## src/rtl/mult_shift_add_core.sv

```systemverilog
// mult_shift_add_core
// Sequential shift-and-add unsigned multiplier, one partial-product step per
// clock. The memory-mapped multiplier peripheral feeds op_a, op_b and init;
// firmware polls done and reads result.
//
// Timing: a rising edge of init is seen in IDLE at edge E0. LOAD runs at E1,
// CALC runs at E2..E(WIDTH+1), and result/done update at E(WIDTH+2). The
// latency does not depend on the operand values.
//
// Ports:
//   clk       system clock, rising edge
//   rst       asynchronous, active-high reset
//   init      start request (level); only a 0->1 transition seen in IDLE starts
//   op_a      multiplicand A, captured in LOAD
//   op_b      multiplier B, captured in LOAD
//   result    registered product A*B, 2*WIDTH bits
//   done      registered; high from DONE until the next LOAD
//   busy      registered; high from LOAD through the last CALC step
//   state_dbg current FSM state (0=IDLE, 1=LOAD, 2=CALC, 3=DONE)
//
// Handshake: there is no valid/ready pair. A start is a rising edge of init
// while the core is idle. Edges that arrive while the core is busy are dropped
// and are not queued. init_q always follows init, so a level that is held
// high never starts a second operation.
module mult_shift_add_core #(
  parameter int WIDTH = 16,
  parameter int CNT_W = 5
) (
  input  logic               clk,
  input  logic               rst,
  input  logic               init,
  input  logic [WIDTH-1:0]   op_a,
  input  logic [WIDTH-1:0]   op_b,
  output logic [2*WIDTH-1:0] result,
  output logic               done,
  output logic               busy,
  output logic [1:0]         state_dbg
);

  typedef enum logic [1:0] {
    S_IDLE = 2'd0,
    S_LOAD = 2'd1,
    S_CALC = 2'd2,
    S_DONE = 2'd3
  } state_t;

  state_t             state;
  state_t             state_next;
  logic               init_q;
  logic [2*WIDTH-1:0] acc;
  logic [2*WIDTH-1:0] mcand;
  logic [WIDTH-1:0]   mplier;
  logic [CNT_W-1:0]   count;
  logic               start;
  logic               last_step;

  assign start     = init && !init_q;
  assign last_step = (count == CNT_W'(WIDTH - 1));
  assign state_dbg = state;

  // State register
  always_ff @(posedge clk or posedge rst) begin
    if (rst) begin
      state <= S_IDLE;
    end else begin
      state <= state_next;
    end
  end

  // Next-state logic
  always_comb begin
    state_next = state;
    case (state)
      S_IDLE: if (start) state_next = S_LOAD;
      S_LOAD: state_next = S_CALC;
      S_CALC: if (last_step) state_next = S_DONE;
      S_DONE: state_next = S_IDLE;
      default: state_next = S_IDLE;
    endcase
  end

  // Datapath and registered outputs
  always_ff @(posedge clk or posedge rst) begin
    if (rst) begin
      init_q <= 1'b0;
      acc    <= '0;
      mcand  <= '0;
      mplier <= '0;
      count  <= '0;
      result <= '0;
      done   <= 1'b0;
      busy   <= 1'b0;
    end else begin
      init_q <= init;
      case (state)
        S_LOAD: begin
          mcand  <= {{WIDTH{1'b0}}, op_a};
          mplier <= op_b;
          acc    <= '0;
          count  <= '0;
          done   <= 1'b0;
          busy   <= 1'b1;
        end
        S_CALC: begin
          // The accumulator is wide enough that an unsigned product never
          // overflows, so the truncating add loses nothing.
          if (mplier[0]) acc <= acc + mcand;
          mcand  <= mcand << 1;
          mplier <= mplier >> 1;
          count  <= count + CNT_W'(1);
        end
        S_DONE: begin
          result <= acc;
          done   <= 1'b1;
          busy   <= 1'b0;
        end
        default: begin
        end
      endcase
    end
  end

endmodule

```

## config.mk

```make
export PLATFORM = sky130hd
export DESIGN_NAME = mult_shift_add_core
export DESIGN_NICKNAME = d
export VERILOG_FILES = /design/src/rtl/mult_shift_add_core.sv
export SDC_FILE = /design/constraint.sdc
export NUM_CORES = 1
export LEC_CHECK = 0
export CELL_PAD_IN_SITES_DETAIL_PLACEMENT = 0
export CELL_PAD_IN_SITES_GLOBAL_PLACEMENT = 1
export CORE_MARGIN = 4
export CORE_UTILIZATION = 44
export CTS_CLUSTER_DIAMETER = 200
export DETAILED_ROUTE_END_ITERATION = 10
export PLACE_DENSITY_LB_ADDON = 0.1
export SLEW_MARGIN = 10
export SYNTH_ARGS = -nofsm -noshare
export SYNTH_HDL_FRONTEND = slang
export SYNTH_SLANG_ARGS = --single-unit
```

## constraint.sdc

```tcl
create_clock -name clk -period 5.2 [get_ports clk]
set_input_delay 1.3 -clock clk [delete_from_list [all_inputs] [get_ports clk]]
set_output_delay 1.3 -clock clk [all_outputs]
set_load 0.02 [all_outputs]
```

==> results.tsv <==
stage	metric	value	unit
run_status	run status	complete, no violations	
cells_and_area	Final Non-Filler Cells	923	
placement	DP HPWL	10300	um
power	Clk pwr share	24.9	%
worst_setup_path	critical path type	register to register	
cells_and_area	Fillers	1318	
worst_setup_path	Worst R2R Start	mcand[0]	
cells_and_area	area occupied by multi-input gates	3180	sq um
sta	Final setup viols	0	
global_routing	grt ovf	0	
worst_setup_path	CP Max Fanout	4	
worst_setup_path	r2r worst-path depth	11	
clock_tree	H-Tree Depth	4	
hold_path	Hold Crit Class	register to register	
worst_setup_path	Reg2Reg Setup Slack	2250	ps
global_routing	busiest grt layer	met2	
worst_setup_path	slowest stage delay, CP	470	ps
logic_synthesis	Yosys reg bits	122	
clock_tree	Clock Pin Slew Worst Setup and Hold Paths	50	ps
global_routing	largest net degree at the start of global routing	78	
clock_tree	Worst-Skew Late Latency	410	ps
power	maximum vdd drop	0.332	mV
logic_synthesis	Mapped Area	6490	sq um
cells_and_area	Finished Cell Area	7960	sq um
die	die span in x	129	um
cells_and_area	ant diodes	0	
worst_setup_path	Startpoint Class	register	
global_routing	met3 GRT Util	4.62	%
clock_tree	Hold Buf Count CTS	0	
sta	Clock Skews	6.70	ps
die	Total Die Area	16800	sq um
logic_synthesis	Main synth FF type	dfrtp_1	
logic_synthesis	Synthesized Nets	739	
cells_and_area	commonest non-fill, non-tap cell in the layout	dfrtp_1	
worst_setup_path	Worst Path Required	5530	ps
sta	RSZ-0062 raised after global routing	false	
power	Sw Share	39.9	%
cells_and_area	P&R area growth vs syn	22.6	%
logic_synthesis	top cells by area, synth	dfrtp_1 47%, ha_1 7.3%, mux2_2 5.6%	
worst_setup_path	CP arrival	3290	ps
logic_synthesis	gate count after technology mapping	665	
sta	post-route minimum period	2950	ps
global_routing	vias in the first global route	5083	
global_routing	grt met1 use	27.1	%
global_routing	routing usage on met2	28.6	%
sta	Max Clock Freq	0.339	GHz
placement	routability-driven placement congestion ratio	0.861	
die	Site Rows	44	
clock_tree	PostCTS Resize Cnt	0	
logic_synthesis	post-synth cell types	49	
logic_synthesis	Syn. warnings	0	
logic_synthesis	EDFF count, synth	0	
clock_tree	TritonCTS clock tree	built	
cells_and_area	nets@finish	801	
clock_tree	setup bufs post-CTS	0	
sta	Slew @ Worst Pin	1020	ps
route	ANT nets after route	0	
worst_setup_path	cells along the critical path	ha_1, inv_1, fa_1, nor2b_1, o31a_1, o2111ai_1, a2111oi_0, a211o_1, a41oi_1, xor2_1, o21ai_0	
route	initial drt markers	284	
route	WL/cell	16.1	um
route	residual DRC count	0	
placement	DP Area	7370	sq um
die	io pins	71	
placement	Port Buffers	70	
sta	Slew Limit Fails	0	
cells_and_area	layout cells sized above 1	10.4	%
cells_and_area	most frequent cells in the layout	122 x dfrtp_1, 70 x clkdlybuf4s50_1, 69 x o21ai_0	
clock_tree	CTS Sinks	122	
worst_setup_path	R2R Path End	acc[24]	
worst_setup_path	CP max stage cell	a2111oi_0	
global_routing	first-pass GRT wire length	25100	um
power	P_leak	3.50	nW
route	average vias per placed instance	5.37	
die	Die Y	129	um
logic_synthesis	post-synthesis average cell area	9.76	sq um
route	Detailed Route WL	14800	um
worst_setup_path	Critical Path End Type	register	
global_routing	initial antenna violation count	0	
route	Vias	4957	
sta	Tcrit/Tclk final	56.8	%
power	pwr dens	590	nW/um^2
hold_path	worst hold start	done	
sta	Setup TNS Final	0	ps
sta	Fin. Hold Viols	0	
logic_synthesis	Seq/Total Area, Yosys	47.1	%
power	switching pwr	0.00187	W
logic_synthesis	Yosys top cell area share	47.1	%
clock_tree	root buffer cell	clkbuf_16	
power	Seq pwr share	30.0	%
clock_tree	Clock Tree Buf Depth	2	
clock_tree	cts bufs inserted	17	
die	core area	14500	sq um
global_routing	gr usage total	18.9	%
die	Initial Utilization	44.8	%
logic_synthesis	top cell type by total area after synthesis	dfrtp_1	
hold_path	hold depth	1	
power	Gate power share	45.1	%
power	Int Pwr	0.00282	W
route	1st-pass router iterations	4	
hold_path	Hold EP	done	
placement	total placed cells including tap cells	892	
logic_synthesis	Async SR Flop Fraction	100	%
cells_and_area	FF+latch area	3050	sq um
sta	Rel. slew slack	31.6	%
flow_run	max_cap viols	0	
synth_stat cells, types with 3 or more instances:
| cell | instances |
|---|---|
| dfrtp_1 | 122 |
| o21ai_0 | 69 |
| a21oi_1 | 65 |
| nand2_1 | 62 |
| nor2_1 | 50 |
| inv_1 | 40 |
| ha_1 | 38 |
| mux2_2 | 32 |
| mux2i_1 | 31 |
| clkbuf_1 | 25 |
| nand3_1 | 24 |
| xnor2_1 | 15 |
| xor2_1 | 12 |
| a21o_1 | 9 |
| buf_1 | 6 |
| o21bai_1 | 5 |
| a31oi_1 | 4 |
| a2111oi_0 | 3 |
| a211oi_1 | 3 |
| a41oi_1 | 3 |
| nand2b_1 | 3 |
| nor2b_1 | 3 |
| o211ai_1 | 3 |
| o22ai_1 | 3 |
logic make-up after synthesis:
group           share of synthesized area (%)
fa+ha+maj                                7.64
mux                                      10.3
simple gates                             10.9
buf+inv                                  4.18
flops                                    47.1
xor+xnor                                 3.65
compound gates                           16.2
through the flow:
stage | hold slack (ps) | setup WS (ps) | utilization (%) | power [W]
after detailed placement | 477 | 2280 | 50.9 | 0.00355
final | 487 | 2250 | 55.0 | 0.00469
after CTS | 489 | 2240 | 55.0 | 0.00474
after global placement | 461 | 2390 | 50.9 | 0.00351
after floorplan | 472 | 657 | - | 0.00295
after global routing | 501 | 1950 | 55.0 | 0.00505
state kept, by name (all words and copies together) (netlist names):
register / count
acc: 32
mcand: 32
result: 32
mplier: 16
count: 5
state_dbg: 2
busy: 1
done: 1
init_q: 1
worst max-delay path, delay by kind of cell, from the launching register on:
kind                       cells  cell delay, ps
and+or+nand+nor                1             170
adders and majority gates      2             620
DFF                            1             380
buffers and inverters          1              60
AOI/OAI and AO/OA              6            1480
xor gates and xnor gates       1             170
power groups by stage:
| stage | registers (W) | logic [W] | clock network (W) |
|---|---|---|---|
| final | 0.00141 | 0.00211 | 0.00117 |
| after global routing | 0.00144 | 0.00238 | 0.00124 |
| after CTS | 0.00141 | 0.00213 | 0.00120 |
| after detailed placement | 0.00142 | 0.00212 | 0 |
| after global placement | 0.00141 | 0.00209 | 0 |
| after floorplan | 0.00145 | 0.00150 | 0 |
worst max-delay path by stage:
stage	start	endpoint	cells past startpoint	slack, ps
5_1_grt	mcand[0]	acc[24]	11	1950
6_report	mcand[0]	acc[24]	11	2250
3_5_place_dp	mcand[0]	acc[24]	11	2280
3_3_place_gp	acc[0]	acc[26]	11	2390
4_1_cts	mcand[0]	acc[24]	11	2240
2_1_floorplan	rst	acc[0]	1	660
routing by layer:
| layer | vias up | part of all wire, % | routed length, um |
|---|---|---|---|
| met5 | - | 0 | 0 |
| met4 | 0 | 1.1 | 170 |
| met3 | 13 | 3.8 | 564 |
| met2 | 81 | 44 | 6580 |
| met1 | 2408 | 51 | 7500 |
| li1 | 2455 | - | - |
area by class of cell:
| class | count | area share (%) |
|---|---|---|
| Sequential cell | 122 | 38.4 |
| Timing Repair Buffer | 75 | 9.44 |
| Multi-Input combinational cell | 471 | 40.0 |
| Clock buffer | 24 | 6.31 |
| Clock inverter | 7 | 1.12 |
| Inverter | 40 | 1.92 |
| Tap cell | 184 | 2.89 |
Power figures use the tool's default switching activity.
